## config.mk

```make
export PLATFORM = sky130hd
export DESIGN_NAME = vend_dispenser
export DESIGN_NICKNAME = d
export VERILOG_FILES = /design/src/rtl/vend_dispenser.sv
export SDC_FILE = /design/constraint.sdc
export NUM_CORES = 1
export LEC_CHECK = 0
export CAP_MARGIN = 10
export CELL_PAD_IN_SITES_DETAIL_PLACEMENT = 0
export CELL_PAD_IN_SITES_GLOBAL_PLACEMENT = 2
export CORE_MARGIN = 5
export CORE_UTILIZATION = 35
export DETAILED_ROUTE_END_ITERATION = 16
export HOLD_SLACK_MARGIN = 0.1
export PLACE_DENSITY = 0.83
export SLEW_MARGIN = 20
export SYNTH_ARGS = -nofsm -noshare
export SYNTH_HDL_FRONTEND = slang
export SYNTH_SLANG_ARGS = --single-unit
```

## constraint.sdc

```tcl
create_clock -name clk -period 3.3 [get_ports clk]
set_input_delay 0.495 -clock clk [delete_from_list [all_inputs] [get_ports clk]]
set_output_delay 0.495 -clock clk [all_outputs]
set_load 0.02 [all_outputs]
```

## src/rtl/vend_dispenser.sv

```systemverilog
// rtl/vend_dispenser.sv - dispense sequencer: event FIFO feeding product/coin four-phase handshakes
// Optional ack timeout with FAULT recovery: define VEND_DISPENSER_TIMEOUT_EN.
module vend_dispenser #(
    parameter int FIFO_DEPTH     = 4,
    parameter int TIMEOUT_CYCLES = 255
) (
    input  logic       clk,
    input  logic       rst,
    input  logic       out,
    input  logic [1:0] change,
    output logic       prod_req,
    input  logic       prod_ack,
    output logic       coin_req,
    input  logic       coin_ack,
    output logic       busy,
    output logic       overflow,
    output logic [7:0] coins_paid,
    output logic       fault
);
    localparam int AW = $clog2(FIFO_DEPTH);

    typedef enum logic [2:0] {
        ST_IDLE,
        ST_LOAD,
        ST_PROD_REQ,
        ST_PROD_REL,
        ST_COIN_REQ,
        ST_COIN_REL
`ifdef VEND_DISPENSER_TIMEOUT_EN
        , ST_FAULT
`endif
    } state_t;

    state_t      state_q, state_d;
    logic [2:0]  fifo_mem_q [FIFO_DEPTH];
    logic [AW:0] wr_ptr_q, rd_ptr_q;
    logic        ev_prod_q, ev_prod_d;
    logic [1:0]  ev_coins_q, ev_coins_d;
    logic        prod_req_q, prod_req_d;
    logic        coin_req_q, coin_req_d;
    logic        overflow_q, overflow_d;
    logic [7:0]  coins_paid_q, coins_paid_d;
    logic        fifo_empty, fifo_full;
    logic        push_req, push_en, pop_en, coin_done;
    logic [2:0]  pop_data;

    // Pointers carry one wrap bit so full and empty are distinguishable.
    assign fifo_empty = (wr_ptr_q == rd_ptr_q);
    assign fifo_full  = (wr_ptr_q[AW] != rd_ptr_q[AW]) &&
                        (wr_ptr_q[AW-1:0] == rd_ptr_q[AW-1:0]);
    assign push_req   = out || (change != 2'd0);
    assign pop_en     = (state_q == ST_IDLE) && !fifo_empty;
    assign push_en    = push_req && (!fifo_full || pop_en);
    assign pop_data   = fifo_mem_q[rd_ptr_q[AW-1:0]];
    assign coin_done  = (state_q == ST_COIN_REQ) && coin_ack;

    always_ff @(posedge clk) begin
        if (push_en) fifo_mem_q[wr_ptr_q[AW-1:0]] <= {out, change};
    end

    always_comb begin
        ev_prod_d  = ev_prod_q;
        ev_coins_d = ev_coins_q;
        if (pop_en) begin
            {ev_prod_d, ev_coins_d} = pop_data;
        end else if (coin_done) begin
            ev_coins_d = ev_coins_q - 2'd1;
        end
        overflow_d   = overflow_q || (push_req && fifo_full && !pop_en);
        coins_paid_d = (coin_done && coins_paid_q != 8'hFF) ? coins_paid_q + 8'd1 : coins_paid_q;
    end

`ifdef VEND_DISPENSER_TIMEOUT_EN
    localparam logic [7:0] TMO_LAST = 8'(TIMEOUT_CYCLES - 1);
    logic [7:0] timer_q, timer_d;
    logic       fault_q, fault_d;
    logic       hs_state;

    assign hs_state = (state_q == ST_PROD_REQ) || (state_q == ST_PROD_REL) ||
                      (state_q == ST_COIN_REQ) || (state_q == ST_COIN_REL);
    assign fault    = fault_q;

    always_ff @(posedge clk or negedge rst) begin
        if (!rst) begin
            timer_q <= 8'd0;
            fault_q <= 1'b0;
        end else begin
            timer_q <= timer_d;
            fault_q <= fault_d;
        end
    end
`else
    assign fault = 1'b0;
`endif

    always_ff @(posedge clk or negedge rst) begin
        if (!rst) begin
            state_q      <= ST_IDLE;
            wr_ptr_q     <= '0;
            rd_ptr_q     <= '0;
            ev_prod_q    <= 1'b0;
            ev_coins_q   <= 2'd0;
            prod_req_q   <= 1'b0;
            coin_req_q   <= 1'b0;
            overflow_q   <= 1'b0;
            coins_paid_q <= 8'd0;
        end else begin
            state_q      <= state_d;
            if (push_en) wr_ptr_q <= wr_ptr_q + 1'b1;
            if (pop_en)  rd_ptr_q <= rd_ptr_q + 1'b1;
            ev_prod_q    <= ev_prod_d;
            ev_coins_q   <= ev_coins_d;
            prod_req_q   <= prod_req_d;
            coin_req_q   <= coin_req_d;
            overflow_q   <= overflow_d;
            coins_paid_q <= coins_paid_d;
        end
    end

    always_comb begin
        state_d = state_q;
        case (state_q)
            ST_IDLE:     if (!fifo_empty) state_d = ST_LOAD;
            ST_LOAD:     state_d = ev_prod_q ? ST_PROD_REQ :
                                   (ev_coins_q != 2'd0) ? ST_COIN_REQ : ST_IDLE;
            ST_PROD_REQ: if (prod_ack) state_d = ST_PROD_REL;
            ST_PROD_REL: if (!prod_ack) state_d = (ev_coins_q != 2'd0) ? ST_COIN_REQ : ST_IDLE;
            ST_COIN_REQ: if (coin_ack) state_d = ST_COIN_REL;
            // Coin count was already decremented when the ack arrived.
            ST_COIN_REL: if (!coin_ack) state_d = (ev_coins_q != 2'd0) ? ST_COIN_REQ : ST_IDLE;
`ifdef VEND_DISPENSER_TIMEOUT_EN
            ST_FAULT:    if (!prod_ack && !coin_ack) state_d = ST_IDLE;
`endif
            default:     state_d = ST_IDLE;
        endcase
`ifdef VEND_DISPENSER_TIMEOUT_EN
        if (hs_state && state_d == state_q && timer_q == TMO_LAST) state_d = ST_FAULT;
        timer_d = (hs_state && state_d == state_q) ? timer_q + 8'd1 : 8'd0;
        fault_d = fault_q || (state_d == ST_FAULT);
`endif
    end

    always_comb begin
        prod_req_d = (state_d == ST_PROD_REQ);
        coin_req_d = (state_d == ST_COIN_REQ);
    end

    assign prod_req   = prod_req_q;
    assign coin_req   = coin_req_q;
    assign busy       = (state_q != ST_IDLE) || !fifo_empty;
    assign overflow   = overflow_q;
    assign coins_paid = coins_paid_q;
endmodule
```

Word-level counts from Yosys, hierarchy flattened:

Memory sizes are Yosys's and may differ from the RTL's.
Cells that the tools add are included.

* register bits: 23
* bits in writable memories: 12
* input bits: 7
* output and inout bits: 13
* logic and storage cells: 56
* memories kept: 1

* $add $sub $neg: 4
* eq/ne operators: 11
* muxes and demuxes: 12
* reduce and logical (&&, ||, !) cells: 19

Memory list
* fifo_mem_q: words 4, bits a word 3, read ports 1, clocked after memory_dff 0, wr ports 1, line 35 `logic [2:0] fifo_mem_q [FIFO_DEPTH];`

Operators by type and width (count)
* 2-to-1 mux 3 bit: 7
* one-hot mux 3 bit (6 select lines): 1
* == test 3 x 2 -> 1 bit, second input constant: 3
* == test 3 bit, second input constant: 3
* adder 8 x 1 -> 8 bit, second input constant: 1
* != test 8 bit, second input constant: 1
* logical AND 1 bit: 7
* adder 3 x 1 -> 3 bit, second input constant: 2
* nonzero test 2 bit: 3
* logical OR 1 bit: 4
* 2-to-1 mux 2 bit: 2
* == test 3 x 1 -> 1 bit, second input constant: 1
* == test 3 bit: 1
* zero test 1 bit: 3
* zero test 3 bit: 1
* nonzero test 3 bit: 1
* == test 2 bit: 1
* 2-to-1 mux 1 bit: 2
* subtractor 2 x 1 -> 2 bit, second input constant: 1
* != test 1 bit: 1

Depth between registers and ports, before layout:

Gate-level depths: netlist (run 1).

* depth after elaboration: 7
* depth in mapped cells: 6
* mapped depth without buffers: 5

Least setup slack after synthesis (run 1):

Ideal clock, no wire load.

* kind: register to register
* from: register rd_ptr_q[0]
* to: memory fifo_mem_q[0][0] (enable)
* arrival: 1.385 ns
* setup slack: 1.663 ns
* cell stages (with the launch flop): 6
* buffers on the path: 1
* path through: dfrtp_1 > buf_6 > xor2_2 > nor4_1 > nor2_1 > and2_1

* cells in the longest elaborated chain, start to end: 7

Ends and longest elaborated chain
* start: declaration: line 36 `logic [AW:0] wr_ptr_q, rd_ptr_q;`
* start signal: assignment: line 110 `if (pop_en) rd_ptr_q <= rd_ptr_q + 1'b1;`
* == test 3 bit / == test 2 bit (equally long branches): line 48, 50
* zero test 1 bit / logical AND 1 bit (equally long branches): line 52, 49
* logical AND 1 bit / zero test 1 bit (equally long branches): line 52, 53
* logical OR 1 bit (*): line 53 `assign push_en = push_req && (!fifo_full || pop_en);`
* logical AND 1 bit (*): line 53
* 2-to-1 mux 1 bit (*): line 58 `if (push_en) fifo_mem_q[wr_ptr_q[AW-1:0]] <= {out, change};`
* 2-to-1 mux 1 bit (implied by the code) (*): line 58
* end: declaration: line 35

Mark *: on every way between the ends. The rest lies on a longest branch, timed or not.

Final worst setup path (run 1):

* from: register rd_ptr_q[0]
* to: output busy

* cells in the longest elaborated chain, start to end: 3

Ends and longest elaborated chain
* == test 3 bit: line 48 `assign fifo_empty = (wr_ptr_q == rd_ptr_q);`
* zero test 1 bit: line 150 `assign busy = (state_q != ST_IDLE) || !fifo_empty;`
* logical OR 1 bit: line 150
* end: declaration: line 15 `output logic busy,`

No other way between the ends.

==> results_tabular.tex, run 1 <==
\begin{tabular}{lr}
\hline
Metric & Value \\
\hline
\multicolumn{2}{l}{\textbf{Synth}} \\
Number of library cell types mapped by synthesis & 33 \\
Register bit total from synthesis & 35 \\
Instance count of the mapped netlist & 122 \\
Top cell type by total area after synthesis & dfrtp\_1 \\
Average size of a mapped cell & 13.44 sq um \\
Fraction of the yosys area taken by sequential cells & 57.10\% \\
Synth async-reset ratio & 65.71\% \\
Synth warn & 0 \\
EDFF count, synth & 12 \\
Dominant cell by count in the synthesized netlist & dfrtp\_1 \\
Predominant post-synthesis flop cell & dfrtp\_1 \\
List of most frequent post-synthesis cells & dfrtp\_1, edfxtp\_1, xor2\_1 \\
Top cells by area, synth & dfrtp\_1, edfxtp\_1, ha\_1 \\
Synth Net Count & 136 \\
Mapped cell area & 1639 sq um \\
Area share of the largest cell type after synthesis & 35.11\% \\
\multicolumn{2}{l}{\textbf{Setup path}} \\
Slowest cell on the critical path & clkdlybuf4s50\_1 \\
Crit path kind & reg2out \\
Series of cell instances along the critical path & xor2\_2 -> nor3\_1 -> nand2\_1 -> clkdlybuf4s50\_1 \\
Critical path's top delay family & buffers and inverters \\
Buffers and inverters on the worst path & 1 \\
Type of destination of the critical path & output pin \\
Worst endpoint required time & 2.80 ns \\
CP Max Fanout & 6 \\
Critical path's largest stage delay & 0.55 ns \\
Signal arrival time at the worst endpoint & 1.81 ns \\
Startpoint class of the critical path & flip-flop \\
\multicolumn{2}{l}{\textbf{Floorplanning}} \\
Initial Util & 36.88\% \\
Vert. Die Dim & 78.43 microns \\
Floorplan Core Area & 4444 sq um \\
Number of cell rows & 24 \\
IO Count & 20 \\
X dimension of the die & 78.43 microns \\
Area of the die & 6151 sq um \\
\multicolumn{2}{l}{\textbf{CTS}} \\
H-tree depth & 2 \\
TritonCTS clock tree & yes \\
Maximum clock insertion buffer count & 2 \\
Clock root buffer & clkbuf\_8 \\
Number of buffers inserted to repair setup after CTS & 0 \\
Num CTS Buffers & 5 \\
Count of clock tree sinks & 35 \\
Resized cells post-CTS & 0 \\
Hold-fix buffers, CTS & 0 \\
Clock transition at the registers of the reported paths & 0.08 ns \\
Clock latency on the worst-skew pair & 0.29 ns \\
\multicolumn{2}{l}{\textbf{Final layout}} \\
Register cell area after layout & 935.9 sq um \\
Multi-input gate area & 646.9 sq um \\
Number of cells in the finished layout apart from fillers & 197 \\
Area added between synthesis and finish & 21.14\% \\
Antenna Diode Count & 0 \\
Share of post-route cells with drive strength above 1 & 15.86\% \\
Number of fillers in the final layout & 404 \\
Final layout net count & 158 \\
\multicolumn{2}{l}{\textbf{Global route}} \\
Via count of the first global-routing pass & 1057 \\
Wire length of the first global-routing pass & 5.299 mm \\
GRT Residual Overflow & 0 \\
Initial antenna violation count & 0 \\
Overall routing resource usage & 11.14\% \\
Largest net degree at the start of global routing & 24 \\
\multicolumn{2}{l}{\textbf{Detailed routing}} \\
Via count normalized by instance count & 4.985 \\
First-pass DRT Iterations & 4 \\
DRC violation count after routing & 0 \\
Post-route antenna net violation count & 0 \\
Post-Route WL & 2.995 mm \\
WL/cell & 15.20 microns \\
Count of vias placed by the detailed router & 982 \\
First-iteration detailed-routing DRC count & 69 \\
\multicolumn{2}{l}{\textbf{Timing}} \\
Actual slew at the worst max-slew pin & 0.6271 ns \\
Maximum operating frequency & 433.6 MHz \\
Fin Clk Skew & 0.007069 ns \\
Unrepaired setup endpoints after global routing & false \\
Final-report max-slew violation count & 0 \\
Worst-case hold slack & 0.1802 ns \\
Relative slew slack & 58.10\% \\
Final hold viol count & 0 \\
Final worst slack & 0.9937 ns \\
Final setup TNS & 0 ns \\
Final critical-path required period & 2.306 ns \\
Period Utilization, post-route & 69.89\% \\
Final setup viols & 0 \\
\multicolumn{2}{l}{\textbf{Power}} \\
Total chip power & 1.929 mW \\
Ratio of total power to cell area & 971.5 nW/um\^{}2 \\
Clock Power Share & 23.9\% \\
Internal power & 1.292 mW \\
Portion of total power attributed to sequential cells & 39.9\% \\
Static leakage & 0.8236 nW \\
Power spent charging and discharging nets & 0.6373 mW \\
Worst supply voltage drop on vdd & 0.3810 mV \\
Logic pwr share & 36.2\% \\
Share of total power consumed by net switching & 33.04\% \\
\multicolumn{2}{l}{\textbf{Placement}} \\
Placed Cells & 189 \\
Post-DP HPWL & 2.285 mm \\
Post-place setup slack & 1.194 ns \\
Routability-driven placement congestion ratio & 0.8009 \\
Number of input and output port buffers inserted & 18 \\
\multicolumn{2}{l}{\textbf{Status}} \\
Outcome & complete, no violations \\
\multicolumn{2}{l}{\textbf{Job}} \\
Max-capacitance violation count & 0 \\
\multicolumn{2}{l}{\textbf{Hold path}} \\
Type of the tightest min-delay check & in2async \\
\hline
\end{tabular}
sequential cells by signal, summed over array words and instances, names as in the netlist:
signal      count
ev_prod_q       1
rd_ptr_q        3
overflow        1
wr_ptr_q        3
coin_req        1
coins_paid      8
ev_coins_q      2
prod_req        1
fifo_mem_q     12
state_q         3
cell type report:
class | count | share of cell area, %
Clock buffer | 5 | 3.466
Tap cell | 52 | 3.277
Inverter | 7 | 1.323
Multi-Input combinational cell | 77 | 32.58
Sequential cell | 35 | 47.13
Timing Repair Buffer | 18 | 8.822
Clock inverter | 3 | 3.403
cells in the final DEF, fill, tap and decap left out, drive strengths merged:
cell type	Yosys	final
nor3	5	5
nand3	2	2
nand4	1	1
nand4bb	1	1
conb	1	1
and2	3	3
clkinvlp	0	1
or2	1	1
ha	7	7
nand3b	1	1
nor2b	6	6
nor4	2	2
xor2	11	11
a2bb2oi	1	1
o21bai	1	1
dfrtp	23	23
nand2b	1	1
a21oi	2	2
mux4	3	3
bufinv	0	2
edfxtp	12	12
nor3b	1	1
nor2	4	4
inv	7	7
clkdlybuf4s50	0	17
o31a	1	1
nand2	7	7
mux2	5	5
xnor2	5	5
a221o	1	1
buf	3	1
o21ai	4	4
clkbuf	0	5
power by group through the flow:
| stage | clock, mW | sequential, mW | combinational, mW |
|---|---|---|---|
| finish | 0.462 | 0.769 | 0.698 |
| global route | 0.491 | 0.796 | 0.782 |
| CTS | 0.471 | 0.777 | 0.713 |
| detailed placement | 0 | 0.785 | 0.708 |
| global placement | 0 | 0.771 | 0.678 |
| floorplan | 0 | 0.769 | 0.525 |
stage by stage:
stage | util (%) | instance area [sq um]
2_1_floorplan | - | 1639
3_3_place_gp | 41.72 | 1854
3_5_place_dp | 41.72 | 1854
4_1_cts | 44.79 | 1991
5_1_grt | 44.68 | 1986
6_report | 44.68 | 1986
logic make-up after synthesis:
kind of cell,synth area share (%)
flops,57.10
mux,7.786
other cells,0.2288
simple gates,12.90
compound gates,4.199
buf+inv,3.435
xor+xnor,9.008
fa+ha+maj,5.343
per-layer routing:
layer / part of all wire (%) / up-vias / routed length (microns) / GRT usage, %
li1: - / 465 / - / -
met1: 41 / 482 / 1236 / 12.49
met2: 52 / 29 / 1572 / 19.69
met3: 4.8 / 6 / 145 / 4.005
met4: 1.3 / 0 / 40 / 3.671
met5: 0 / - / 0 / 0
final timing paths:
check                       startpoint  slack, ns  cells after the start               end
setup / recovery           rd_ptr_q[0]       0.99                      4              busy
hold / removal                     rst       0.18                      1       wr_ptr_q[2]
setup reg to reg           rd_ptr_q[0]       1.31                      4  fifo_mem_q[2][2]
hold reg to reg               overflow       0.48                      1          overflow
max in group asynchronous          rst       2.76                      1     ev_coins_q[1]
min in group clk              overflow       0.48                      1          overflow
(Power assumes the default switching activity.)
==> inputs of run 2 (changes only) <==
Settings changed: CORE_UTILIZATION 35 to 34, PLACE_DENSITY 0.83 to 0.84.
Clock period 3.3 ns to 1.9 ns, I/O delays scaled along.
==> run 2 against run 1 <==
  * Count of clock-buffer cells in the layout stayed put
  * Via count grew 1.2%
  * Wire length down 4.4%
  * Critical endpoint unchanged
  * Largest cell class unchanged
  * Highest routed layer unchanged
==> results_tabular.tex, run 2 (same netlist as run 1, synthesis figures left out) <==
\begin{tabular}{lr}
\hline
Metric & Value \\
\hline
\multicolumn{2}{l}{\textbf{Final layout}} \\
Number of fillers in the final layout & 429 (was 404) \\
Area added between synthesis and finish & 25.11\% (was 21.14\%) \\
Multi-input gate area & 663.1 sq um (was 646.9 sq um) \\
Register cell area after layout & 935.9 sq um (unchanged) \\
Commonest cells after routing, fill and taps aside & dfrtp\_1, clkdlybuf4s50\_1, edfxtp\_1, buf\_4, xor2\_1 (was dfrtp\_1, clkdlybuf4s50\_1, edfxtp\_1, xor2\_1) \\
Share of post-route cells with drive strength above 1 & 22.93\% (was 15.86\%) \\
Final layout net count & 170 (was 158) \\
Finished Core Util & 43.71\% (was 44.68\%) \\
Most frequent standard cell in the layout excluding fill and tap cells & dfrtp\_1 (unchanged) \\
Flip-flop count of the largest register after layout & 12 (unchanged) \\
Final standard cell area without fillers & 2051 sq um (was 1986 sq um) \\
Number of cells in the finished layout apart from fillers & 211 (was 197) \\
Antenna Diode Count & 0 (unchanged) \\
\multicolumn{2}{l}{\textbf{Timing}} \\
Final setup viols & 0 (unchanged) \\
Final critical-path required period & 1.804 ns \\
Relative slew slack & 56.18\% (was 58.10\%) \\
Maximum operating frequency & 554.4 MHz \\
Fin Clk Skew & 0.008201 ns (was 0.007069 ns) \\
Worst-case hold slack & 0.3523 ns (was 0.1802 ns) \\
Final worst slack & 0.09631 ns (was 0.9937 ns) \\
Final hold viol count & 0 (unchanged) \\
Final-report max-slew violation count & 0 (unchanged) \\
Final setup TNS & 0 ns (unchanged) \\
Period Utilization, post-route & 94.93\% \\
Unrepaired setup endpoints after global routing & false (unchanged) \\
Actual slew at the worst max-slew pin & 0.6559 ns (was 0.6271 ns) \\
\multicolumn{2}{l}{\textbf{Setup path}} \\
Destination of the worst register-to-register timing path & fifo\_mem\_q[3][2] (was fifo\_mem\_q[2][2]) \\
Worst reg2reg setup slack & 0.13 ns (was 1.31 ns) \\
Signal arrival time at the worst endpoint & 1.52 ns (was 1.81 ns) \\
CP Max Fanout & 4 (was 6) \\
Startpoint class of the critical path & flip-flop (unchanged) \\
Worst endpoint required time & 1.62 ns (was 2.80 ns) \\
Type of destination of the critical path & output pin (unchanged) \\
Crit path kind & reg2out (unchanged) \\
Reg2reg path depth & 3 (was 4) \\
Startpoint of the lowest-slack register-to-register path & wr\_ptr\_q[1] (was rd\_ptr\_q[0]) \\
\multicolumn{2}{l}{\textbf{Detailed routing}} \\
Via count normalized by instance count & 4.711 (was 4.985) \\
First-iteration detailed-routing DRC count & 59 (was 69) \\
Post-Route WL & 2.862 mm (was 2.995 mm) \\
First-pass DRT Iterations & 4 (unchanged) \\
Post-route antenna net violation count & 0 (unchanged) \\
DRC violation count after routing & 0 (unchanged) \\
Count of vias placed by the detailed router & 994 (was 982) \\
WL/cell & 13.56 microns (was 15.20 microns) \\
\multicolumn{2}{l}{\textbf{CTS}} \\
Maximum clock insertion buffer count & 2 (unchanged) \\
Count of clock tree sinks & 35 (unchanged) \\
Num CTS Buffers & 5 (unchanged) \\
Clock root buffer & clkbuf\_8 (unchanged) \\
H-tree depth & 2 (unchanged) \\
TritonCTS clock tree & yes (unchanged) \\
Clock latency on the worst-skew pair & 0.28 ns (was 0.29 ns) \\
Clock transition at the registers of the reported paths & 0.07 ns (was 0.08 ns) \\
Number of buffers inserted to repair setup after CTS & 0 (unchanged) \\
\multicolumn{2}{l}{\textbf{Floorplanning}} \\
Floorplan Core Area & 4692 sq um (was 4444 sq um) \\
Area of the die & 6309 sq um (was 6151 sq um) \\
X dimension of the die & 79.43 microns (was 78.43 microns) \\
IO Count & 20 (unchanged) \\
Vert. Die Dim & 79.43 microns (was 78.43 microns) \\
Initial Util & 34.93\% (was 36.88\%) \\
Number of cell rows & 25 (was 24) \\
\multicolumn{2}{l}{\textbf{Global route}} \\
GRT Residual Overflow & 0 (unchanged) \\
Via count of the first global-routing pass & 1120 (was 1057) \\
Initial antenna violation count & 0 (unchanged) \\
Largest net degree at the start of global routing & 24 (unchanged) \\
Wire length of the first global-routing pass & 5.078 mm (was 5.299 mm) \\
Overall routing resource usage & 10.46\% (was 11.14\%) \\
\multicolumn{2}{l}{\textbf{Power}} \\
Static leakage & 0.8599 nW (was 0.8236 nW) \\
Worst supply voltage drop on vdd & 0.8315 mV (was 0.3810 mV) \\
Total chip power & 3.220 mW (was 1.929 mW) \\
Ratio of total power to cell area & 1570 nW/um\^{}2 (was 971.5 nW/um\^{}2) \\
\multicolumn{2}{l}{\textbf{Job}} \\
Max-capacitance violation count & 0 (unchanged) \\
\multicolumn{2}{l}{\textbf{Status}} \\
Outcome & complete, no violations (unchanged) \\
\multicolumn{2}{l}{\textbf{Placement}} \\
Instance area after placement & 1947 sq um (was 1854 sq um) \\
Post-DP HPWL & 2.262 mm (was 2.285 mm) \\
Number of input and output port buffers inserted & 18 (unchanged) \\
Post-place setup slack & 0.1055 ns (was 1.194 ns) \\
Placed Cells & 203 (was 189) \\
Routability-driven placement congestion ratio & 0.7948 (was 0.8009) \\
\multicolumn{2}{l}{\textbf{Hold path}} \\
Type of the tightest min-delay check & in2async (unchanged) \\
\hline
\end{tabular}
run 2: changes by cell type in the layout (fill, tap and decap cells not counted), sizes merged:
cell         change
dlygate4sd2      +1
buf             +11
clkinv           +2
bufinv           -2
run 2: worst max-delay path by stage:
stage                      from                to  slack [ns]  cells past startpoint
floorplan           rd_ptr_q[0]  fifo_mem_q[0][0]        0.26                      5
global placement       coin_ack     coins_paid[7]        0.07                      5
detailed placement     coin_ack     coins_paid[7]        0.11                      5
CTS                 wr_ptr_q[0]              busy        0.06                      4
global route        wr_ptr_q[0]              busy       0.007                      4
finish              wr_ptr_q[0]              busy         0.1                      4
run 2: layout make-up:
cell class / count / share of cell area (%)
clock inverter: 3 / 0.9762
clock buffer: 5 / 3.356
timing repair buffer: 30 / 13.12
multi-input combinational: 77 / 32.34
tap: 54 / 3.295
inverter: 7 / 1.281
sequential: 35 / 45.64
run 2: metal layers:
metal / part of all wire, % / GRT usage (%)
met1: 41 / 11.72
met3: 5.2 / 3.047
met2: 52 / 18.53
met5: 0 / 0
met4: 1.2 / 4.124
run 2: timing repair:
action	4_1_cts	5_1_grt
hold buffers	0	0
resized for setup	2	2
endpoints found under the setup margin	1	10
gates cloned	0	0
run 2: power breakdown:
| group | switching [mW] | internal (mW) | total [mW] |
|---|---|---|---|
| Sequential | 0.172 | 1.09 | 1.26 |
| Combinational | 0.702 | 0.738 | 1.44 |
| Clock | 0.268 | 0.255 | 0.523 |
| Total | 1.14 | 2.08 | 3.22 |
run 2: critical path, cell delays in order, from the launching register on:
cell and delay, ns:
dfrtp_1 0.45, xor2_2 0.22, nor3_2 0.16, nand2_1 0.08
dlygate4sd2_1 0.33
